### src/rtl/fifo_frame_pkg.sv
// Shared types and constants for the FIFO frame reader and its bench.
package fifo_frame_pkg;

    typedef enum logic [1:0] {
        StIdle,
        StPay,
        StCsum
    } state_e;

    localparam logic [7:0] HEADER_DEFAULT = 8'hA5;

    // Bytes on the stream per frame: header, payload, checksum.
    function automatic int unsigned frame_bytes(input int unsigned frame_len);
        return frame_len + 2;
    endfunction

endpackage

### src/rtl/fifo_frame_reader_if.sv
// FWFT FIFO read side plus valid/ready byte stream seen by the frame reader.
interface fifo_frame_reader_if #(
    parameter int unsigned DATA_W = 8,
    parameter int unsigned CNT_W  = 8
);

    logic [DATA_W-1:0] fifo_dout;
    logic              fifo_empty;
    logic [CNT_W-1:0]  fifo_rd_count;
    logic              fifo_rd_en;

    logic [DATA_W-1:0] m_data;
    logic              m_valid;
    logic              m_last;
    logic              m_ready;

    // The reader drains the FIFO and drives the stream.
    modport master (
        input  fifo_dout,
        input  fifo_empty,
        input  fifo_rd_count,
        output fifo_rd_en,
        output m_data,
        output m_valid,
        output m_last,
        input  m_ready
    );

    // FIFO and stream sink as seen from the other side.
    modport slave (
        output fifo_dout,
        output fifo_empty,
        output fifo_rd_count,
        input  fifo_rd_en,
        input  m_data,
        input  m_valid,
        input  m_last,
        output m_ready
    );

endinterface

### src/rtl/fifo_frame_reader.sv
// Drains fixed-length payloads from an FWFT FIFO and emits header/payload/XOR-checksum
// frames on a registered valid/ready byte stream.
module fifo_frame_reader
    import fifo_frame_pkg::*;
#(
    parameter int unsigned       DATA_W    = 8,
    parameter int unsigned       FRAME_LEN = 16,
    parameter logic [DATA_W-1:0] HEADER    = DATA_W'(HEADER_DEFAULT),
    parameter int unsigned       CNT_W     = 8
) (
    input  logic                sys_clk,
    input  logic                sys_rst,
    input  logic                start_en_i,
    fifo_frame_reader_if.master bus_io,
    output logic                busy_o,
    output logic [15:0]         frame_cnt_o
);

    localparam int unsigned IDX_W = $clog2(FRAME_LEN) + 1;
    localparam logic [IDX_W-1:0] LAST_IDX = IDX_W'(FRAME_LEN - 1);

    if (FRAME_LEN < 1 || FRAME_LEN > (32'd1 << (CNT_W - 1))) begin : g_bad_frame_len
        $error("fifo_frame_reader: FRAME_LEN must be in 1..2**(CNT_W-1)");
    end

    state_e            state_q, state_d;
    logic [DATA_W-1:0] m_data_q, m_data_d;
    logic              m_valid_q, m_valid_d;
    logic              m_last_q, m_last_d;
    logic [DATA_W-1:0] csum_q, csum_d;
    logic [IDX_W-1:0]  idx_q, idx_d;
    logic              busy_q, busy_d;
    logic [15:0]       frame_cnt_q, frame_cnt_d;

    logic load;
    logic start_ok;
    logic pop;

    // The output register may only change when it is empty or being consumed.
    assign load     = !m_valid_q || bus_io.m_ready;
    assign start_ok = start_en_i && (bus_io.fifo_rd_count >= CNT_W'(FRAME_LEN));

    always_comb begin
        state_d     = state_q;
        m_data_d    = m_data_q;
        m_valid_d   = m_valid_q;
        m_last_d    = m_last_q;
        csum_d      = csum_q;
        idx_d       = idx_q;
        busy_d      = busy_q;
        frame_cnt_d = frame_cnt_q;
        pop         = 1'b0;

        unique case (state_q)
            StIdle: begin
                if (load) begin
                    if (start_ok) begin
                        m_data_d  = HEADER;
                        m_valid_d = 1'b1;
                        m_last_d  = 1'b0;
                        csum_d    = '0;
                        idx_d     = '0;
                        busy_d    = 1'b1;
                        state_d   = StPay;
                    end else begin
                        m_valid_d = 1'b0;
                        m_last_d  = 1'b0;
                        busy_d    = 1'b0;
                    end
                end
            end
            StPay: begin
                if (load) begin
                    if (!bus_io.fifo_empty) begin
                        pop       = 1'b1;
                        m_data_d  = bus_io.fifo_dout;
                        m_valid_d = 1'b1;
                        m_last_d  = 1'b0;
                        csum_d    = csum_q ^ bus_io.fifo_dout;
                        idx_d     = idx_q + IDX_W'(1);
                        if (idx_q == LAST_IDX) begin
                            state_d = StCsum;
                        end
                    end else begin
                        // Underflow only if the start gate was bypassed; wait for data.
                        m_valid_d = 1'b0;
                    end
                end
            end
            StCsum: begin
                if (load) begin
                    m_data_d    = csum_q;
                    m_valid_d   = 1'b1;
                    m_last_d    = 1'b1;
                    frame_cnt_d = frame_cnt_q + 16'd1;
                    state_d     = StIdle;
                end
            end
            default: begin
                state_d = StIdle;
            end
        endcase
    end

    always_ff @(posedge sys_clk or negedge sys_rst) begin
        if (!sys_rst) begin
            state_q     <= StIdle;
            m_data_q    <= '0;
            m_valid_q   <= 1'b0;
            m_last_q    <= 1'b0;
            csum_q      <= '0;
            idx_q       <= '0;
            busy_q      <= 1'b0;
            frame_cnt_q <= '0;
        end else begin
            state_q     <= state_d;
            m_data_q    <= m_data_d;
            m_valid_q   <= m_valid_d;
            m_last_q    <= m_last_d;
            csum_q      <= csum_d;
            idx_q       <= idx_d;
            busy_q      <= busy_d;
            frame_cnt_q <= frame_cnt_d;
        end
    end

    assign bus_io.fifo_rd_en = pop;
    assign bus_io.m_data     = m_data_q;
    assign bus_io.m_valid    = m_valid_q;
    assign bus_io.m_last     = m_last_q;
    assign busy_o            = busy_q;
    assign frame_cnt_o       = frame_cnt_q;

endmodule

### src/flat_wrapper.sv
// flat-port wrapper written by rule: the top's interface ports become plain ports
module fifo_frame_reader_flat import fifo_frame_pkg::*;
#(
    parameter int unsigned       DATA_W    = 8,
    parameter int unsigned       FRAME_LEN = 16,
    parameter logic [DATA_W-1:0] HEADER    = DATA_W'(HEADER_DEFAULT),
    parameter int unsigned       CNT_W     = 8
)
  (sys_clk, sys_rst, start_en_i, busy_o, frame_cnt_o, bus_io_fifo_dout, bus_io_fifo_empty, bus_io_fifo_rd_count, bus_io_fifo_rd_en, bus_io_m_data, bus_io_m_valid, bus_io_m_last, bus_io_m_ready);
  fifo_frame_reader_if #(.DATA_W(DATA_W), .CNT_W(CNT_W)) bus_io_i ();
  input  logic sys_clk;
  input  logic sys_rst;
  input  logic start_en_i;
  output logic busy_o;
  output logic [15:0] frame_cnt_o;
  input wire logic [$bits(bus_io_i.fifo_dout)-1:0] bus_io_fifo_dout;
  input wire logic [$bits(bus_io_i.fifo_empty)-1:0] bus_io_fifo_empty;
  input wire logic [$bits(bus_io_i.fifo_rd_count)-1:0] bus_io_fifo_rd_count;
  output wire logic [$bits(bus_io_i.fifo_rd_en)-1:0] bus_io_fifo_rd_en;
  output wire logic [$bits(bus_io_i.m_data)-1:0] bus_io_m_data;
  output wire logic [$bits(bus_io_i.m_valid)-1:0] bus_io_m_valid;
  output wire logic [$bits(bus_io_i.m_last)-1:0] bus_io_m_last;
  input wire logic [$bits(bus_io_i.m_ready)-1:0] bus_io_m_ready;
  assign bus_io_i.fifo_dout = bus_io_fifo_dout;
  assign bus_io_i.fifo_empty = bus_io_fifo_empty;
  assign bus_io_i.fifo_rd_count = bus_io_fifo_rd_count;
  assign bus_io_fifo_rd_en = bus_io_i.fifo_rd_en;
  assign bus_io_m_data = bus_io_i.m_data;
  assign bus_io_m_valid = bus_io_i.m_valid;
  assign bus_io_m_last = bus_io_i.m_last;
  assign bus_io_i.m_ready = bus_io_m_ready;
  fifo_frame_reader #(.DATA_W(DATA_W), .FRAME_LEN(FRAME_LEN), .HEADER(HEADER), .CNT_W(CNT_W)) u_core (.sys_clk(sys_clk), .sys_rst(sys_rst), .start_en_i(start_en_i), .bus_io(bus_io_i), .busy_o(busy_o), .frame_cnt_o(frame_cnt_o));
endmodule
### config.mk
export PLATFORM = sky130hd
export DESIGN_NAME = fifo_frame_reader_flat
export DESIGN_NICKNAME = d
export VERILOG_FILES = /design/src/rtl/fifo_frame_pkg.sv /design/src/rtl/fifo_frame_reader_if.sv /design/src/rtl/fifo_frame_reader.sv /design/src/flat_wrapper.sv
export SDC_FILE = /design/constraint.sdc
export NUM_CORES = 1
export LEC_CHECK = 0
export ABC_AREA = 1
export CAP_MARGIN = 10
export CORE_ASPECT_RATIO = 2
export CORE_UTILIZATION = 55
export CTS_CLUSTER_DIAMETER = 30
export DETAILED_ROUTE_END_ITERATION = 7
export GPL_TIMING_DRIVEN = 0
export MAX_ROUTING_LAYER = met4
export PLACE_DENSITY_LB_ADDON = 0.3
export SYNTH_ARGS = -nofsm -noshare
export SYNTH_HDL_FRONTEND = slang
export SYNTH_SLANG_ARGS = --single-unit
### constraint.sdc
create_clock -name sys_clk -period 3.4 [get_ports sys_clk]
set_input_delay 0.51 -clock sys_clk [delete_from_list [all_inputs] [get_ports sys_clk]]
set_output_delay 0.51 -clock sys_clk [all_outputs]
set_load 0.01 [all_outputs]
==> results of run 1 <==
## logic make-up (layout without fill, tap and decap cells)
logic type      Yosys count  after routing
fa+ha+maj                 7              7
buf+inv                  33             87
flops                    42             42
xor+xnor                 17             17
compound gates           27             27
simple gates            176            176
## cells in the mapped netlist (all sizes together)
library cell	instances	area, um^2
nor2	30	143
xor2	15	131
or2	3	18.8
nand3b	2	15.0
o21ai	19	136
clkinv	1	5.00
nand2	114	450
buf	6	53.8
nor3	3	31.3
nand3	21	123
dfrtp	42	1050
nand4	3	18.8
inv	26	100
a21oi	6	33.8
xnor2	2	17.5
a31oi	1	6.26
ha	7	87.6
o21bai	1	7.51
## worst min-delay path: stages (launching register included)
cell	delay [ns]
dfrtp_1	0.35
nand2_1	0.05
nand2_1	0.05
## metrics by stage
| stage | utilization | hold WS (ns) |
|---|---|---|
| after floorplan | - | 0.214 |
| after global placement | 0.704 | 0.465 |
| after detailed placement | 0.707 | 0.320 |
| after CTS | 0.732 | 0.486 |
| after global routing | 0.732 | 0.523 |
| final | 0.732 | 0.483 |
## sequential cells by signal, indices dropped and copies added (netlist names)
register / flops
u_core.state_q: 2
u_core.bus_io.m_last: 1
u_core.bus_io.m_data: 8
u_core.csum_q: 8
u_core.frame_cnt_o: 16
u_core.bus_io.m_valid: 1
u_core.idx_q: 5
u_core.busy_o: 1
## cells in the final DEF, fill, tap and decap left out, types with 2 or more instances in the layout
cell type,count
nand2_1,109
clkdlybuf4s50_1,43
dfrtp_1,42
inv_1,24
nor2_1,24
nand3_1,19
xor2_1,15
o21ai_2,11
o21ai_0,8
ha_1,7
clkbuf_8,6
a21oi_1,5
nand2_2,3
buf_6,3
nor2_4,3
nor2_2,3
nand4_1,3
buf_4,2
nand2_4,2
clkinv_2,2
xnor2_1,2
or2_2,2
buf_2,2
nand3b_1,2
## how the worst max path moves through the flow
| stage | to | slack (ns) | depth (start not counted) |
|---|---|---|---|
| floorplan | bus_io_fifo_rd_en | 1.64 | 6 |
| global placement | u_core.csum_q[1] | 0.72 | 1 |
| detailed placement | bus_io_fifo_rd_en | 0.99 | 7 |
| CTS | bus_io_fifo_rd_en | 0.65 | 7 |
| global route | bus_io_fifo_rd_en | 0.55 | 7 |
| finish | bus_io_fifo_rd_en | 0.67 | 7 |
## cell type report
cell class,instances,share of cell area
sequential,42,0.344
clock buffer,7,0.0283
clock inverter,1,0.00164
tap,52,0.0213
multi-input combinational,227,0.400
timing repair buffer,46,0.153
inverter,27,0.0344
buffer,6,0.0176
## where the power goes
part           switching [mW]  leakage, nW  total (mW)  internal (mW)
Sequential              0.140        0.551       0.801          0.661
Clock                   0.172       0.0482       0.336          0.164
Combinational           0.649        0.861        1.15          0.500
Total                   0.961         1.46        2.29           1.32
## metal layers
metal | up-vias | global-route usage | part of all wire
met2 | 49 | 0.543 | 0.59
met1 | 979 | 0.255 | 0.36
met5 | - | - | 0
li1 | 1052 | - | -
met3 | 12 | 0.0442 | 0.022
met4 | 0 | 0.125 | 0.027
## what timing repair did
item / in CTS / in global routing
hold buffers: 1 / 0
endpoints found under the hold margin: 2 / 0
setup endpoints to repair: 0 / 0
buffers inserted: 0 / 0
==> impl_metrics.env, run 1 <==
export IMPL_boundaryPins=49
export IMPL_h_tree_depth=2
export IMPL_cts_root_buf="clkbuf_8"
export IMPL_ant_nets=0
export IMPL_multiInputGateArea_um2=1220
export IMPL_setup_tns_ns=0
export IMPL_min_path_type="flip-flop to flip-flop"
export IMPL_final_area_um2=3050
export IMPL_worstReg2RegEnd="u_core.bus_io.m_data[4]"
export IMPL_grt_ovfl_total=0
export IMPL_r2r_start="u_core.state_q[0]"
export IMPL_start_util=0.583
export IMPL_worstPathRequired_ns=2.89
export IMPL_cts_buffers_inserted=5
export IMPL_synth_nets=330
export IMPL_p_per_area_nw_per_um2=749
export IMPL_grt_pass1_vias=2110
export IMPL_grt_max_degree=41
export IMPL_cp_end_kind="output pin"
export IMPL_dp_hpwl_mm=3.99
export IMPL_rows=33
export IMPL_worst_pin_slew_ns=0.401
export IMPL_syn_avg_cell_area_um2=8.05
export IMPL_ctsResizeCount=0
export IMPL_final_cells=408
export IMPL_viasPerCell=5.13
export IMPL_finClkSkew_ns=0.00573
export IMPL_synth_compound_area_frac=0.0757
export IMPL_ys_seq_area_frac=0.433
export IMPL_drt_total_wl_mm=5.18
export IMPL_place_ws_ns=0.985
export IMPL_crit_chain="inv_1 -> ha_1 -> buf_4 -> inv_4 -> or2_1 -> nor2_1 -> clkdlybuf4s50_1"
export IMPL_first_iter_violations=76
export IMPL_ir_worst_vdd_uv=555
export IMPL_post_dp_cell_area_um2=2950
export IMPL_r2r_cells=7
export IMPL_fin_crit_sh=0.804
export IMPL_track_usage=0.277
export IMPL_drc_errors=0
export IMPL_crit_path_start_kind="flip-flop"
export IMPL_antenna_found_initial=0
export IMPL_register_area_um2=1050
export IMPL_slew_viol_final=0
export IMPL_die_area_um2=4700
export IMPL_min_path_cells=2
export IMPL_nFillCells=333
export IMPL_synthXorXnorAreaFrac=0.0613
export IMPL_portBuffers=44
export IMPL_worst_skew_pair_late_latency_ns=0.30
export IMPL_synthSimpleGateAreaFrac=0.329
export IMPL_synth_top_family_by_area="simple AND/OR/NAND/NOR gates"
export IMPL_synth_cell_types=33
export IMPL_critPathBufInv=4
export IMPL_max_freq_mhz=366
export IMPL_drive_gt1_frac=0.132
export IMPL_arrival_ns=2.22
export IMPL_fin_ws_ns=0.666
export IMPL_coreArea_um2=4170
export IMPL_fin_crit_ns=2.73
export IMPL_synth_adder_area_share=0.0360
export IMPL_hold_viol=0
export IMPL_grt_pass1_wl_mm=9.38
export IMPL_dp_cells=399
export IMPL_crit_type="flip-flop to output pin"
export IMPL_cap_violations=0
export IMPL_yosys_register_bits=42
export IMPL_r2r_slack_ns=1.77
export IMPL_synth_cells=302
export IMPL_leakagePower_nw=1.46
export IMPL_cts_sinks=42
export IMPL_synthMuxAreaShare=0
export IMPL_slew_limit_headroom=0.732
export IMPL_crit_path_max_incr_delay_ns=0.55
export IMPL_n_antenna_cell=0
export IMPL_area_delta_synth_final_pct=25.6
export IMPL_path_delay_family="buffers and inverters"
export IMPL_clkTransAtPathRegs_ns=0.08
export IMPL_total_power_mw=2.29
export IMPL_clockBufferDepth=2
export IMPL_netlist_area_um2=2430
export IMPL_finalSetupViolCount=0
export IMPL_path_max_fanout=10
export IMPL_yosys_warnings=0
export IMPL_hp_start="u_core.bus_io.m_data[5]"
export IMPL_avgRoutedWirePerCell_um=12.7
export IMPL_globalplace_congestion=0.859
export IMPL_drt_pass1_iterations=5
export IMPL_layout_nets=383
export IMPL_rsz0062_at_grt="false"
export IMPL_die_x_um=49
export IMPL_crit_start="u_core.state_q[1]"
export IMPL_num_vias=2092
export IMPL_status="complete, no violations"
export IMPL_die_h_um=96
export IMPL_min_to="u_core.bus_io.m_data[5]"
export IMPL_tritoncts="yes"
export IMPL_crit_slowest_cell="clkdlybuf4s50_1"
No activity file was read; power rests on OpenSTA's default activity.
==> inputs of run 2 (changes only) <==
--- a/config.mk
+++ b/config.mk
@@ -8,7 +8,7 @@
 export ABC_AREA = 1
 export CAP_MARGIN = 10
 export CORE_ASPECT_RATIO = 2
-export CORE_UTILIZATION = 55
+export CORE_UTILIZATION = 51
 export CTS_CLUSTER_DIAMETER = 30
 export DETAILED_ROUTE_END_ITERATION = 7
 export GPL_TIMING_DRIVEN = 0
==> constraint.sdc (replaced) <==
create_clock -name sys_clk -period 2.7 [get_ports sys_clk]
set_input_delay 0.405 -clock sys_clk [delete_from_list [all_inputs] [get_ports sys_clk]]
set_output_delay 0.405 -clock sys_clk [all_outputs]
set_load 0.01 [all_outputs]
==> impl_metrics.env, run 2 (same netlist as run 1, synthesis figures left out) <==
export IMPL_status="complete, no violations"
export IMPL_slew_viol_final=0
export IMPL_hold_viol=0
export IMPL_r2r_cells=7
export IMPL_p_per_area_nw_per_um2=967
export IMPL_crit_chain="inv_1 -> ha_1 -> buf_4 -> inv_4 -> or2_1 -> nor2_1 -> clkdlybuf4s50_1"
export IMPL_crit_slowest_cell="clkdlybuf4s50_1"
export IMPL_layout_nets=383
export IMPL_fin_ws_ns=0.111
export IMPL_grt_pass1_wl_mm=9.27
export IMPL_r2r_slack_ns=1.05
export IMPL_final_cell_mix="109 x nand2_1, 43 x clkdlybuf4s50_1, 42 x dfrtp_1"
export IMPL_worst_pin_slew_ns=0.396
export IMPL_nFillCells=426
export IMPL_die_h_um=99.6
export IMPL_drc_errors=0
export IMPL_met2_usage=0.482
export IMPL_min_path_type="input pin to asynchronous set/reset pin"
export IMPL_area_delta_synth_final_pct=26.6
export IMPL_top_usage_layer="met2"
export IMPL_fin_crit_sh=0.959
export IMPL_r2r_start="u_core.state_q[0]"
export IMPL_grt_ovfl_total=0
export IMPL_cts_sinks=42
export IMPL_portBuffers=44
export IMPL_cts_root_buf="clkbuf_8"
export IMPL_max_freq_mhz=386
export IMPL_path_max_fanout=10
export IMPL_grt_pass1_vias=2209
export IMPL_finalSetupViolCount=0
export IMPL_die_area_um2=5060
export IMPL_avgRoutedWirePerCell_um=13.2
export IMPL_cts_buffers_inserted=5
export IMPL_track_usage=0.249
export IMPL_drt_total_wl_mm=5.43
export IMPL_worstPathRequired_ns=2.30
export IMPL_die_x_um=50.8
export IMPL_postCtsSetupRepairBufs=0
export IMPL_first_iter_violations=56
export IMPL_finClkSkew_ns=0.0111
export IMPL_globalplace_congestion=0.850
export IMPL_tritoncts="yes"
export IMPL_cap_violations=0
export IMPL_rsz0062_at_grt="false"
export IMPL_fin_crit_ns=2.59
export IMPL_crit_path_max_incr_delay_ns=0.55
export IMPL_met1_usage=0.222
export IMPL_arrival_ns=2.18
export IMPL_largest_reg_flops=16
export IMPL_cp_end_kind="output pin"
export IMPL_leakagePower_nw=1.47
export IMPL_place_ws_ns=0.444
export IMPL_grt_max_degree=40
export IMPL_drive_gt1_frac=0.135
export IMPL_crit_path_start_kind="flip-flop"
export IMPL_met3_usage=0.0260
export IMPL_clockBufferDepth=2
export IMPL_setup_tns_ns=0
export IMPL_num_vias=2130
export IMPL_antenna_found_initial=0
export IMPL_worstReg2RegEnd="u_core.bus_io.m_data[7]"
export IMPL_rows=35
export IMPL_ir_worst_vdd_uv=600
export IMPL_coreArea_um2=4600
export IMPL_crit_type="flip-flop to output pin"
export IMPL_slew_limit_headroom=0.735
export IMPL_worst_skew_pair_late_latency_ns=0.30
export IMPL_viasPerCell=5.18
export IMPL_clkTransAtPathRegs_ns=0.08
export IMPL_ant_nets=0
export IMPL_n_antenna_cell=0
export IMPL_dp_hpwl_mm=4.08
export IMPL_drt_pass1_iterations=4
export IMPL_h_tree_depth=2
export IMPL_boundaryPins=49
export IMPL_start_util=0.528
export IMPL_final_common_cell="nand2_1"
## run 2: worst max-delay path by stage
stage / slack [ns] / end / start
floorplan: 1.04 / bus_io_fifo_rd_en / u_core.state_q[1]
finish: 0.11 / bus_io_fifo_rd_en / u_core.state_q[1]
detailed placement: 0.44 / bus_io_fifo_rd_en / u_core.state_q[1]
global placement: 0.08 / u_core.csum_q[4] / sys_rst
CTS: 0.09 / bus_io_fifo_rd_en / u_core.state_q[1]
global route: 0.01 / bus_io_fifo_rd_en / u_core.state_q[1]
## run 2: layout make-up
| cell class | count | area (um^2) | area share |
|---|---|---|---|
| repair buffers | 46 | 465 | 0.151 |
| plain buffers | 6 | 53.8 | 0.0175 |
| inverters | 27 | 105 | 0.0342 |
| flip-flops and latches | 42 | 1050 | 0.342 |
| clock buffers | 5 | 68.8 | 0.0224 |
| multi-input cells | 227 | 1220 | 0.397 |
| clock inverters | 3 | 43.8 | 0.0142 |
| well taps | 55 | 68.8 | 0.0224 |
## run 2: what timing repair did
action | in CTS | in global routing
gates resized for setup | 0 | 0
hold buffers | 1 | 0
endpoints found under the hold margin | 3 | 0
## run 2: worst max-delay path: cells and delay by family, from the launching register on
| kind | cells | cell delay (ns) |
|---|---|---|
| buffers and inverters | 4 | 0.90 |
| AND/OR/NAND/NOR | 2 | 0.33 |
| flip-flops | 1 | 0.43 |
| adder cells (fa/ha/maj) | 1 | 0.21 |
## run 2: per-layer routing
layer | vias up | part of all wire
met1 | 1018 | 0.37
met4 | 0 | 0.036
met2 | 46 | 0.58
met3 | 16 | 0.018
li1 | 1050 | -
met5 | - | 0
## run 2: where the power goes
| part | leakage (nW) | switching, mW | internal (mW) |
|---|---|---|---|
| combinational | 0.861 | 0.824 | 0.629 |
| sequential | 0.551 | 0.181 | 0.831 |
| clock | 0.0585 | 0.234 | 0.277 |
| total | 1.47 | 1.24 | 1.74 |
## run 2: metrics by stage
stage | area [um^2] | cells | utilization | total power [mW] | hold WS (ns)
2_1_floorplan | 2430 | 302 | - | 1.96 | 0.109
5_1_grt | 3080 | 411 | 0.669 | 3.21 | 0.447
6_report | 3080 | 411 | 0.669 | 2.98 | 0.438
4_1_cts | 3080 | 411 | 0.669 | 3.01 | 0.430
3_5_place_dp | 2950 | 402 | 0.642 | 2.48 | 0.223
3_3_place_gp | 2940 | 401 | 0.639 | 2.44 | 0.465
==> inputs of run 3 (changes only) <==
--- a/config.mk
+++ b/config.mk
@@ -14,6 +14,7 @@
 export GPL_TIMING_DRIVEN = 0
 export MAX_ROUTING_LAYER = met4
 export PLACE_DENSITY_LB_ADDON = 0.3
+export SETUP_SLACK_MARGIN = 0.5
 export SYNTH_ARGS = -nofsm -noshare
 export SYNTH_HDL_FRONTEND = slang
 export SYNTH_SLANG_ARGS = --single-unit
==> impl_metrics.env, run 3 (same netlist as run 1, synthesis figures left out) <==
export IMPL_first_iter_violations=55
export IMPL_antenna_found_initial=0
export IMPL_portBuffers=44
export IMPL_avgRoutedWirePerCell_um=13.3
export IMPL_r2r_cells=7
export IMPL_drt_total_wl_mm=5.48
export IMPL_die_x_um=50.8
export IMPL_ir_worst_vdd_uv=596
export IMPL_leakagePower_nw=1.48
export IMPL_area_delta_synth_final_pct=27.7
export IMPL_n_antenna_cell=0
export IMPL_crit_type="flip-flop to output pin"
export IMPL_place_ws_ns=0.444
export IMPL_crit_chain="inv_2 -> ha_4 -> buf_6 -> inv_4 -> or2_1 -> nor2_1 -> clkdlybuf4s15_2"
export IMPL_arrival_ns=1.71
export IMPL_fin_crit_sh=0.785
export IMPL_worstReg2RegEnd="u_core.bus_io.m_data[7]"
export IMPL_clockBufferDepth=2
export IMPL_fin_crit_ns=2.12
export IMPL_grt_pass1_vias=2222
export IMPL_viasPerCell=5.20
export IMPL_largest_reg_flops=16
export IMPL_globalplace_congestion=0.850
export IMPL_rows=35
export IMPL_worstPathRequired_ns=2.30
export IMPL_clkTransAtPathRegs_ns=0.08
export IMPL_cts_buffers_inserted=5
export IMPL_crit_path_start_kind="flip-flop"
export IMPL_p_per_area_nw_per_um2=970
export IMPL_crit_start="u_core.state_q[1]"
export IMPL_slew_limit_headroom=0.730
export IMPL_finalSetupViolCount=0
export IMPL_die_area_um2=5060
export IMPL_final_common_cell="nand2_1"
export IMPL_worst_skew_pair_late_latency_ns=0.30
export IMPL_cts_sinks=42
export IMPL_r2r_start="u_core.state_q[0]"
export IMPL_nFillCells=423
export IMPL_finClkSkew_ns=0.0112
export IMPL_rsz0062_at_grt="false"
export IMPL_drt_pass1_iterations=5
export IMPL_hold_viol=0
export IMPL_ant_nets=0
export IMPL_grt_ovfl_total=0
export IMPL_dp_hpwl_mm=4.08
export IMPL_coreArea_um2=4600
export IMPL_min_path_type="input pin to asynchronous set/reset pin"
export IMPL_slew_viol_final=0
export IMPL_grt_pass1_wl_mm=9.32
export IMPL_worst_pin_slew_ns=0.403
export IMPL_num_vias=2141
export IMPL_h_tree_depth=2
export IMPL_grt_max_degree=40
export IMPL_max_freq_mhz=472
export IMPL_setup_tns_ns=0
export IMPL_die_h_um=99.6
export IMPL_cap_violations=0
export IMPL_start_util=0.528
export IMPL_tritoncts="yes"
export IMPL_track_usage=0.250
export IMPL_cts_root_buf="clkbuf_8"
export IMPL_fin_ws_ns=0.582
export IMPL_crit_path_max_incr_delay_ns=0.42
export IMPL_path_max_fanout=10
export IMPL_drc_errors=0
export IMPL_drive_gt1_frac=0.146
export IMPL_status="complete, no violations"
export IMPL_r2r_slack_ns=0.97
export IMPL_boundaryPins=49
export IMPL_crit_slowest_cell="dfrtp_1"
export IMPL_layout_nets=384
export IMPL_final_cell_mix="109 x nand2_1, 42 x clkdlybuf4s50_1, 42 x dfrtp_1"
export IMPL_cp_end_kind="output pin"
run 3: power breakdown:
| part | switching (mW) | total [mW] | internal, mW | leakage, nW |
|---|---|---|---|---|
| combinational | 0.838 | 1.49 | 0.648 | 0.868 |
| clock | 0.231 | 0.509 | 0.277 | 0.0585 |
| sequential | 0.182 | 1.01 | 0.831 | 0.551 |
| total | 1.25 | 3.01 | 1.76 | 1.48 |
run 3: timing repair:
action                     CTS  global route
hold buffers                 1             0
gates resized for setup      5             2
hold endpoints to repair     3             0
setup buffers                1             0
setup endpoints to repair    1             1
run 3: final cells by class:
| cell class | count | area [um^2] | area share |
|---|---|---|---|
| repair buffers | 47 | 474 | 0.153 |
| inverters | 27 | 105 | 0.0339 |
| plain buffers | 6 | 57.6 | 0.0186 |
| well taps | 55 | 68.8 | 0.0222 |
| multi-input cells | 227 | 1230 | 0.397 |
| clock buffers | 5 | 68.8 | 0.0222 |
| flip-flops and latches | 42 | 1050 | 0.339 |
| clock inverters | 3 | 43.8 | 0.0141 |
run 3: worst max path at each step:
stage / to / slack, ns / depth (start not counted)
after floorplan: bus_io_fifo_rd_en / 1.04 / 6
after global placement: u_core.csum_q[4] / 0.08 / 1
after detailed placement: bus_io_fifo_rd_en / 0.44 / 7
after CTS: bus_io_fifo_rd_en / 0.50 / 7
after global routing: bus_io_fifo_rd_en / 0.50 / 7
final: bus_io_fifo_rd_en / 0.58 / 7
run 3: stage by stage:
stage / instances / util / total power, mW / instance area [um^2] / hold WS, ns
final: 412 / 0.675 / 3.01 / 3100 / 0.441
after global routing: 412 / 0.675 / 3.25 / 3100 / 0.447
after CTS: 412 / 0.672 / 3.03 / 3090 / 0.430
after detailed placement: 402 / 0.642 / 2.48 / 2950 / 0.223
after global placement: 401 / 0.639 / 2.44 / 2940 / 0.465
after floorplan: 302 / - / 1.96 / 2430 / 0.109
run 3: metal layers:
layer	vias up	part of all wire	track usage
met5	-	0	-
met4	0	0.034	0.139
met3	14	0.021	0.0260
met2	55	0.58	0.482
met1	1018	0.36	0.223
li1	1054	-	-
run 3: critical path: cells and delay by family, from the launching register on:
kind / cells / cell delay, ns
buffers and inverters: 4 / 0.52
DFF: 1 / 0.42
and+or+nand+nor: 2 / 0.33
adders and majority gates: 1 / 0.15
